<file path="src/rtl/alu_cin_chain_ctrl_if.sv">
// Bus between ALU decode/adder slice and the carry-in chain controller.
// Macro CIN_CHAIN_ZFLAG_EN adds the ZERO_IN / Z_FLAG pair.
interface alu_cin_chain_ctrl_if #(
  parameter int unsigned IDX_W = 4
);
  logic             START;
  logic [1:0]       MODE;
  logic             COUT;
  logic             FLAG_WE;
  logic             FLAG_D;
  logic             CIN;
  logic             SLICE_VALID;
  logic [IDX_W-1:0] SLICE_IDX;
  logic             BUSY;
  logic             DONE;
  logic             C_FLAG;
`ifdef CIN_CHAIN_ZFLAG_EN
  logic             ZERO_IN;
  logic             Z_FLAG;

  modport master (
    output START, MODE, COUT, FLAG_WE, FLAG_D, ZERO_IN,
    input  CIN, SLICE_VALID, SLICE_IDX, BUSY, DONE, C_FLAG, Z_FLAG
  );
  modport slave (
    input  START, MODE, COUT, FLAG_WE, FLAG_D, ZERO_IN,
    output CIN, SLICE_VALID, SLICE_IDX, BUSY, DONE, C_FLAG, Z_FLAG
  );
`else
  modport master (
    output START, MODE, COUT, FLAG_WE, FLAG_D,
    input  CIN, SLICE_VALID, SLICE_IDX, BUSY, DONE, C_FLAG
  );
  modport slave (
    input  START, MODE, COUT, FLAG_WE, FLAG_D,
    output CIN, SLICE_VALID, SLICE_IDX, BUSY, DONE, C_FLAG
  );
`endif
endinterface

</file>
<file path="src/rtl/alu_cin_chain_ctrl.sv">
// Carry-in chain controller: sequences NWORDS adder slices and holds C_FLAG.
// Optional zero flag enabled by macro CIN_CHAIN_ZFLAG_EN.
module alu_cin_chain_ctrl #(
  parameter int unsigned NWORDS      = 4,
  parameter int unsigned IDX_W       = 4,
  parameter logic        C_FLAG_INIT = 1'b0
) (
  input logic               CLK,
  input logic               RST,
  alu_cin_chain_ctrl_if.slave bus
);

  typedef enum logic [1:0] {S_IDLE, S_RUN, S_DONE} state_e;
  typedef enum logic [1:0] {M_ADD, M_SUB, M_ADC, M_SBC} mode_e;

  state_e           state_q, state_d;
  logic             cin_q, cin_d;
  logic [IDX_W-1:0] idx_q, idx_d;
  logic             cflag_q, cflag_d;
  logic             last_slice;

  assign last_slice = (idx_q == IDX_W'(NWORDS - 1));

  function automatic logic seed_carry(input mode_e m, input logic cf);
    case (m)
      M_ADD:   seed_carry = 1'b0;
      M_SUB:   seed_carry = 1'b1;
      default: seed_carry = cf;
    endcase
  endfunction

`ifdef CIN_CHAIN_ZFLAG_EN
  logic zacc_q, zacc_d;
  logic zflag_q, zflag_d;
`endif

  always_ff @(posedge CLK) begin
    if (RST) begin
      state_q <= S_IDLE;
      cin_q   <= 1'b0;
      idx_q   <= '0;
      cflag_q <= C_FLAG_INIT;
`ifdef CIN_CHAIN_ZFLAG_EN
      zacc_q  <= 1'b1;
      zflag_q <= 1'b1;
`endif
    end else begin
      state_q <= state_d;
      cin_q   <= cin_d;
      idx_q   <= idx_d;
      cflag_q <= cflag_d;
`ifdef CIN_CHAIN_ZFLAG_EN
      zacc_q  <= zacc_d;
      zflag_q <= zflag_d;
`endif
    end
  end

  always_comb begin
    state_d = state_q;
    cin_d   = cin_q;
    idx_d   = idx_q;
    cflag_d = cflag_q;
`ifdef CIN_CHAIN_ZFLAG_EN
    zacc_d  = zacc_q;
    zflag_d = zflag_q;
`endif
    unique case (state_q)
      S_IDLE, S_DONE: begin
        state_d = S_IDLE;
        cin_d   = 1'b0;
        idx_d   = '0;
        if (bus.FLAG_WE) cflag_d = bus.FLAG_D;
        if (bus.START) begin
          // seed is taken from the flag before any same-edge write
          state_d = S_RUN;
          cin_d   = seed_carry(mode_e'(bus.MODE), cflag_q);
`ifdef CIN_CHAIN_ZFLAG_EN
          zacc_d  = 1'b1;
`endif
        end
      end
      S_RUN: begin
        if (last_slice) begin
          state_d = S_DONE;
          cin_d   = 1'b0;
          idx_d   = '0;
          cflag_d = bus.COUT;
`ifdef CIN_CHAIN_ZFLAG_EN
          zflag_d = zacc_q & bus.ZERO_IN;
`endif
        end else begin
          idx_d   = idx_q + 1'b1;
          cin_d   = bus.COUT;
`ifdef CIN_CHAIN_ZFLAG_EN
          zacc_d  = zacc_q & bus.ZERO_IN;
`endif
        end
      end
      default: state_d = S_IDLE;
    endcase
  end

  assign bus.CIN         = cin_q;
  assign bus.SLICE_IDX   = idx_q;
  assign bus.SLICE_VALID = (state_q == S_RUN);
  assign bus.BUSY        = (state_q == S_RUN);
  assign bus.DONE        = (state_q == S_DONE);
  assign bus.C_FLAG      = cflag_q;
`ifdef CIN_CHAIN_ZFLAG_EN
  assign bus.Z_FLAG      = zflag_q;
`endif

endmodule
</file>
<file path="src/flat_wrapper.sv">
// flat-port wrapper written by rule: the top's interface ports become plain ports
module alu_cin_chain_ctrl_flat 
#(
  parameter int unsigned NWORDS      = 4,
  parameter int unsigned IDX_W       = 4,
  parameter logic        C_FLAG_INIT = 1'b0
)
  (CLK, RST, bus_START, bus_MODE, bus_COUT, bus_FLAG_WE, bus_FLAG_D, bus_CIN, bus_SLICE_VALID, bus_SLICE_IDX, bus_BUSY, bus_DONE, bus_C_FLAG);
  alu_cin_chain_ctrl_if #(.IDX_W(IDX_W)) bus_i ();
  input logic CLK;
  input logic RST;
  input wire logic [$bits(bus_i.START)-1:0] bus_START;
  input wire logic [$bits(bus_i.MODE)-1:0] bus_MODE;
  input wire logic [$bits(bus_i.COUT)-1:0] bus_COUT;
  input wire logic [$bits(bus_i.FLAG_WE)-1:0] bus_FLAG_WE;
  input wire logic [$bits(bus_i.FLAG_D)-1:0] bus_FLAG_D;
  output wire logic [$bits(bus_i.CIN)-1:0] bus_CIN;
  output wire logic [$bits(bus_i.SLICE_VALID)-1:0] bus_SLICE_VALID;
  output wire logic [$bits(bus_i.SLICE_IDX)-1:0] bus_SLICE_IDX;
  output wire logic [$bits(bus_i.BUSY)-1:0] bus_BUSY;
  output wire logic [$bits(bus_i.DONE)-1:0] bus_DONE;
  output wire logic [$bits(bus_i.C_FLAG)-1:0] bus_C_FLAG;
  assign bus_i.START = bus_START;
  assign bus_i.MODE = bus_MODE;
  assign bus_i.COUT = bus_COUT;
  assign bus_i.FLAG_WE = bus_FLAG_WE;
  assign bus_i.FLAG_D = bus_FLAG_D;
  assign bus_CIN = bus_i.CIN;
  assign bus_SLICE_VALID = bus_i.SLICE_VALID;
  assign bus_SLICE_IDX = bus_i.SLICE_IDX;
  assign bus_BUSY = bus_i.BUSY;
  assign bus_DONE = bus_i.DONE;
  assign bus_C_FLAG = bus_i.C_FLAG;
  alu_cin_chain_ctrl #(.NWORDS(NWORDS), .IDX_W(IDX_W), .C_FLAG_INIT(C_FLAG_INIT)) u_core (.CLK(CLK), .RST(RST), .bus(bus_i));
endmodule
</file>
<file path="config.mk">
export PLATFORM = sky130hd
export DESIGN_NAME = alu_cin_chain_ctrl_flat
export DESIGN_NICKNAME = d
export VERILOG_FILES = /design/src/rtl/alu_cin_chain_ctrl_if.sv /design/src/rtl/alu_cin_chain_ctrl.sv /design/src/flat_wrapper.sv
export SDC_FILE = /design/constraint.sdc
export NUM_CORES = 1
export LEC_CHECK = 0
export BUFFER_PORTS_ARGS = -buffer_cell sky130_fd_sc_hd__clkbuf_2
export CELL_PAD_IN_SITES_DETAIL_PLACEMENT = 1
export CELL_PAD_IN_SITES_GLOBAL_PLACEMENT = 1
export CORE_MARGIN = 2
export CORE_UTILIZATION = 28
export DETAILED_ROUTE_END_ITERATION = 12
export MAX_ROUTING_LAYER = met4
export PLACE_DENSITY = 0.73
export SETUP_SLACK_MARGIN = 0.02
export SKIP_CTS_REPAIR_TIMING = 1
export SYNTH_ARGS = -nofsm -noshare
export SYNTH_HDL_FRONTEND = slang
export SYNTH_SLANG_ARGS = --single-unit
</file>
<file path="constraint.sdc">
create_clock -name CLK -period 1.16 [get_ports CLK]
set_input_delay 0.116 -clock CLK [delete_from_list [all_inputs] [get_ports CLK]]
set_output_delay 0.116 -clock CLK [all_outputs]
set_load 0.01 [all_outputs]
</file>
# Yosys cells after proc, flatten, opt, wreduce, memory -nomap -nowiden

Index checks and enable logic that the tools add are counted.
Widths: inputs -> output; s select.

Logic and storage cells: 28
Register bits after elaboration: 8

$add $sub $neg: 1
Muxes and demuxes: 12
Reductions and logical operators: 5
Eq/ne operators: 6

Operator list:

| operator            | number |
|---|---|
| $pmux 4 s2          | 1 |
| $pmux 1 s2          | 3 |
| $mux 1              | 5 |
| $add 4x1->4 const B | 1 |
| $eq 2x1->1 const B  | 2 |
| $eq 4x2->1 const B  | 1 |
| $logic_not 2->1     | 2 |
| $mux 4              | 1 |
| $pmux 2 s2          | 1 |
| $reduce_and 3->1    | 1 |
| $eq 2x2->1 const B  | 1 |
| $mux 2              | 1 |
| $ne 2x1->1 const B  | 1 |
| $ne 2x2->1 const B  | 1 |
| $reduce_bool 2->1   | 1 |
| $reduce_or 2->1     | 1 |

# Depth between registers and ports, before layout

Gate-level depths: netlist of run 1.

Depth after elaboration: 4
Gate-level depth with buffers: 4

# Worst setup path after synthesis of run 1

Ideal clock, no wire load.

Kind: register -> register
Start: register u_core.idx_q[0] (netlist: u_core.bus.SLICE_IDX[0])
End: register u_core.cin_q (netlist: u_core.bus.CIN)
Data required time: 1.035 ns
Cell stages (with the launch flop): 5
Setup slack: -0.167 ns
Clock period less this slack: 1.327 ns
Arrival: 1.202 ns
Cell sequence: dfxtp_1 ha_1 or3b_4 a22oi_2 o32ai_1

Cells in the longest elaborated chain, start to end: 3

Ends and longest elaborated chain:

| element                | RTL line                 | text |
|---|---|---|
| start, declared        | alu_cin_chain_ctrl.sv:18 | `logic [IDX_W-1:0] idx_q, idx_d;` |
| start signal, assigned | alu_cin_chain_ctrl.sv:50 | `idx_q <= idx_d;` |
| $eq 4x2->1             | alu_cin_chain_ctrl.sv:22 | `assign last_slice = (idx_q == IDX_W'(NWORDS - 1));` |
| $mux 1                 | alu_cin_chain_ctrl.sv:84 | `if (last_slice) begin` |
| $pmux 1 s2             | alu_cin_chain_ctrl.sv:68 | `unique case (state_q)` |
| end signal, assigned   | alu_cin_chain_ctrl.sv:49 | `cin_q <= cin_d;` |
| end, declared          | alu_cin_chain_ctrl.sv:17 | `logic cin_q, cin_d;` |

No other way between the ends.
A chain may end at the register's enable or synchronous reset.

# Worst setup path after layout of run 1

Ends and elaborated chain as after synthesis.

==> results of run 1 <==
## final timing paths
| check | from | to | slack [ps] | cells past startpoint |
|---|---|---|---|---|
| setup reg to reg | u_core.bus.SLICE_IDX[0]$_SDFFE_PP0P_ | u_core.bus.CIN$_SDFFE_PP0P_ | -80 | 4 |
| hold reg to reg | u_core.bus.C_FLAG$_SDFFE_PP0P_ | u_core.bus.C_FLAG$_SDFFE_PP0P_ | 490 | 2 |
| setup / recovery | u_core.bus.SLICE_IDX[0]$_SDFFE_PP0P_ | u_core.bus.CIN$_SDFFE_PP0P_ | -80 | 4 |
| hold / removal | RST | u_core.state_q[0]$_SDFFE_PP0P_ | 80 | 2 |
## cells by family (layout without fill, tap and decap cells)
group / Yosys count / count (layout) / share of synthesized area, %
buf+inv: 4 / 26 / 4.86
compound gates: 7 / 7 / 11.9
simple gates: 18 / 18 / 29.5
mux: 4 / 4 / 9.73
fa+ha+maj: 1 / 1 / 3.04
flops: 8 / 8 / 38.9
xor+xnor: 1 / 1 / 2.13
## sequential cells by signal (all words and copies together) (netlist names)
name	cells
u_core.bus.SLICE_IDX	4
u_core.state_q	2
u_core.bus.CIN	1
u_core.bus.C_FLAG	1
## metal layers
layer  global-route usage, %  vias to the layer above  part of all wire, %
met3                    4.31                        5                  4.2
met1                    14.6                      170                   44
met4                    13.1                        0                  4.6
met5                       -                        -                    0
li1                        -                      195                    -
met2                    20.3                       11                   47
## critical path, cell delays in order, from the launching register on
cell and delay [ps]:
dfxtp_4 360, ha_4 130, or3b_4 400, a22oi_2 130, o32ai_1 90
## layout by cell type, fill, tap and decap left out
cell type,synthesis,final
clkbuf_2,0,16
nand2_1,5,5
mux2i_1,4,4
buf_4,1,4
dfxtp_1,8,4
nor2_1,3,3
a21oi_1,3,3
clkbuf_4,0,3
nor2b_1,3,2
inv_1,2,2
dfxtp_4,0,2
dfxtp_2,0,2
nor2b_4,0,1
or3b_1,1,1
o211ai_1,1,1
nor4b_2,1,1
or3b_4,1,1
nor3b_2,1,1
nand4b_1,1,1
xor2_1,1,1
nand2b_1,1,1
a22oi_2,1,1
o32ai_1,1,1
or4b_1,1,1
o21ai_0,1,1
ha_4,0,1
clkbuf_1,0,1
## final cells by class
| class | instances | area share [%] |
|---|---|---|
| Clock buffer | 4 | 4.50 |
| Inverter | 2 | 1.28 |
| Multi-Input combinational cell | 31 | 43.0 |
| Sequential cell | 8 | 29.1 |
| Tap cell | 15 | 3.21 |
| Timing Repair Buffer | 20 | 18.8 |
## per-stage QoR
step | TNS (ps) | setup slack (ps) | cell area, sq um
2_1_floorplan | -49.0 | -47.5 | 432
3_3_place_gp | -37.1 | -37.1 | 541
3_5_place_dp | -88.9 | -62.0 | 541
4_1_cts | -485 | -148 | 567
5_1_grt | -497 | -132 | 584
6_report | -132 | -75.5 | 584
## report_power, final
group          internal [mW]  switching, mW
registers              0.284         0.0114
logic                 0.0480         0.0417
clock network          0.132          0.105
total                  0.464          0.158
==> reports/qor.yml, run 1 <==
dp.final_hpwl_microns: 793
synth_cells: 43
drt_wl_total_mm: 1.02
layout-drive-gt1-share_pct: 50.8
netlist_top_cells_count: "dfxtp_1 (8), nand2_1 (5), mux2i_1 (4)"
die-area_sq_mm: 0.00179
timing.hold.ws_ps: 78.7
cap_violations: 0
path_clk_slew_ps: 60
netlist.area_leader.share_pct: 38.9
ys.flop_type: "dfxtp_1"
seqCellArea_sq_um: 170
multi_input_area_sq_um: 251
ys_seq_area_share_pct: 38.9
dp.cells: 75
layout_setup_ws_ps: -75.5
syn_area_sq_um: 412
synthTopCellsByArea: "dfxtp_1 (39%), mux2i_1 (9.7%), nand2_1 (4.6%), nor2b_1 (4.6%), a21oi_1 (3.6%)"
status: "complete, but fails checks"
overflow: 0
antenna_found_initial: 0
root_buffer: "clkbuf_4"
htree_levels: 1
drcViolationCount: 0
grt_max_degree: 11
required_ps: 1290
ios: 17
rows: 13
finClkSkew_ps: 9.12
post-route-util_pct: 43.8
power_uw: 623
relSlewSlack_pct: 85.1
worstSetupEndpointType: "flop"
synth_edf_count: 0
synth-warning-count: 0
violations: "setup timing"
synth_seq_cells: 8
tightest_slew_ps: 223
layout_min_cycle_time_ps: 1240
start_kind: "flop"
rsz0062_at_grt: "yes"
grt_use_total_pct: 13.9
cp_max_fo: 4
fp.dieW_microns: 42.3
via_per_inst: 4.76
portBuffers: 16
cp.arrival_ps: 1370
synth.distinct_cells: 22
finalSetupViolations: 4
yosysMostFrequentCell: "dfxtp_1"
drtPass1Iterations: 2
clk_latency_ps: 260
post-route-period-util_pct: 107
syn_to_final_growth_pct: 41.9
hp-class: "input pin to flop"
n_fill_cell: 156
drtAntennaViolNets: 0
fp.coreArea_sq_mm: 0.00133
tritoncts: "yes"
avgSynthCellArea_sq_um: 9.57
drt_iter0_markers: 4
diodes: 0
async_reset_ff_share_pct: 0
synth.net_count: 52
maxSlewViolCount: 0
ir_drop_v: 0.000384
cts_num_sinks: 8
routedWlPerCell_microns: 12.8
grt_pass1_wl_mm: 1.69
fmax_ghz: 0.809
fin_cells: 80
place_congestion: 0.713
start_util_pct: 30.9
power.density_mw_per_mm2: 1070
hold_viol_final: 0
via_count: 381
synth_top_area_cell: "dfxtp_1"
grt_pass1_vias: 382
final_nets: 75
cts_buffers: 3
fp.dieH_microns: 42.3
power_leakage_nw: 0.262
crit_type: "flop to flop"
cts_buffer_depth: 2
(Power assumes the default switching activity.)
==> run 2, diff against run 1 <==
--- a/config.mk
+++ b/config.mk
@@ -9,10 +9,11 @@
 export CELL_PAD_IN_SITES_DETAIL_PLACEMENT = 1
 export CELL_PAD_IN_SITES_GLOBAL_PLACEMENT = 1
 export CORE_MARGIN = 2
-export CORE_UTILIZATION = 28
+export CORE_UTILIZATION = 31
+export CTS_BUF_LIST = sky130_fd_sc_hd__clkbuf_8
 export DETAILED_ROUTE_END_ITERATION = 12
 export MAX_ROUTING_LAYER = met4
-export PLACE_DENSITY = 0.73
+export PLACE_DENSITY = 0.77
 export SETUP_SLACK_MARGIN = 0.02
 export SKIP_CTS_REPAIR_TIMING = 1
 export SYNTH_ARGS = -nofsm -noshare
==> run 2 against run 1 <==
  * Final area up 3.6%
  * Largest cell class unchanged
  * Die area is 8.8% lower
  * Non-clock buffer count is the same
  * Core utilization increased by 3.9 points
  * Largest power group is now the clock network
  * Critical endpoint unchanged
  * The run still ends with setup timing left
  * Sequential share of layout area is 0.61 points lower
  * Highest routed layer unchanged
  * Sequential power is essentially flat
  * Cell count did not move
  * Clock power up 43%
==> reports/qor.yml, run 2 (same netlist as run 1, synthesis figures left out) <==
diodes: 0
grt_pass1_vias: 355
drtAntennaViolNets: 0
routedWlPerCell_microns: 12.5
relSlewSlack_pct: 85.4
place_congestion: 0.733
overflow: 0
cp.arrival_ps: 1320
crit_type: "flop to flop"
root_buffer: "clkbuf_8"
power_leakage_nw: 0.275
violations: "setup timing"
layout-drive-gt1-share_pct: 50.8
portBuffers: 16
drt_wl_total_microns: 998
cts_buffers: 3
ir_drop_v: 0.000636
layout_setup_ws_ps: -58.0
grt_use_total_pct: 15.9
clk_latency_ps: 230
finalSetupViolations: 2
layout_min_cycle_time_ps: 1220
dp.final_hpwl_microns: 775
hold_viol_final: 0
htree_levels: 1
maxSlewViolCount: 0
largest_register_ffs: 4
final_area_sq_um: 606
power.density_mw_per_mm2: 1190
path_clk_slew_ps: 40
start_util_pct: 32.4
status: "complete, but fails checks"
p_clk_share_pct: 47.2
sequentialPowerShare_pct: 40.8
p_int_uw: 557
n_fill_cell: 159
worstSetupEndpointType: "flop"
post-route-util_pct: 47.7
via_per_inst: 4.71
antenna_found_initial: 0
start_kind: "flop"
drt_iter0_markers: 2
p_comb_share_pct: 12.0
final_nets: 75
fp.dieH_microns: 40.4
required_ps: 1260
final_common_cell: "clkbuf_2"
rsz0062_at_grt: "yes"
swShare_pct: 22.7
cts_num_sinks: 8
cts_buffer_depth: 2
drcViolationCount: 0
fp.dieW_microns: 40.4
drtPass1Iterations: 2
p_switching_uw: 163
hp-class: "input pin to flop"
fin_cells: 80
cp_max_fo: 4
post-route-period-util_pct: 105
power_uw: 721
tritoncts: "yes"
dp.cells: 76
via_count: 377
cap_violations: 0
grt_pass1_wl_mm: 1.49
fmax_ghz: 0.821
final_cell_mix: "clkbuf_2 (16), nand2_1 (5), mux2i_1 (4), buf_4 (4), dfxtp_1 (4)"
tightest_slew_ps: 218
fp.coreArea_sq_mm: 0.00127
grt_max_degree: 12
ios: 17
finClkSkew_ps: 2.14
die-area_sq_mm: 0.00164
placed_cell_area_sq_um: 548
rows: 13
syn_to_final_growth_pct: 47.1
run 2: cell count changes in the layout (fill, tap and decap cells not counted), sizes merged:
cell    change
clkbuf      -1
inv         +1
run 2: layout make-up:
class	count	area, sq um	share of cell area [%]
Inverter	2	7.51	1.24
Tap cell	15	18.8	3.10
Clock buffer	3	41.3	6.82
Timing Repair Buffer	20	110	18.2
Sequential cell	8	173	28.5
Clock inverter	1	3.75	0.620
Multi-Input combinational cell	31	251	41.5
run 2: per-stage QoR:
stage          hold slack, ps  setup WS (ps)  TNS [ps]
3_5_place_dp              350          -53.0     -82.3
4_1_cts                   109           -135      -454
5_1_grt                   108           -109      -238
6_report                  102          -58.0     -93.4
2_1_floorplan             185          -47.5     -49.0
3_3_place_gp              346          -29.3     -29.3
run 2: worst paths after layout:
kind	startpoint	end	slack [ps]	cells after the start
setup / recovery	u_core.bus.SLICE_IDX[0]$_SDFFE_PP0P_	u_core.bus.CIN$_SDFFE_PP0P_	-60	4
hold / removal	RST	u_core.state_q[1]$_SDFFE_PP0P_	100	2
setup reg to reg	u_core.bus.SLICE_IDX[0]$_SDFFE_PP0P_	u_core.bus.CIN$_SDFFE_PP0P_	-60	4
hold reg to reg	u_core.bus.C_FLAG$_SDFFE_PP0P_	u_core.bus.C_FLAG$_SDFFE_PP0P_	480	2
run 2: power by group through the flow:
stage / registers [mW] / clock network (mW) / logic, mW
6_report: 0.294 / 0.340 / 0.0865
5_1_grt: 0.295 / 0.367 / 0.0957
4_1_cts: 0.296 / 0.350 / 0.0853
3_5_place_dp: 0.300 / 0 / 0.0833
3_3_place_gp: 0.300 / 0 / 0.0818
2_1_floorplan: 0.304 / 0 / 0.0432
run 2: worst max-delay path, cell delays in order, from the launching register on:
cell and delay [ps]:
dfxtp_4 350, ha_4 130, or3b_4 400, a22oi_2 120
o32ai_1 90
run 2: routing by layer:
layer  global-route usage, %  up-vias  part of all wire, %
met1                    16.8      166                   46
met3                    5.00        2                  4.9
met5                       -        -                    0
li1                        -      196                    -
met2                    23.0       13                   47
met4                    15.0        0                  1.9
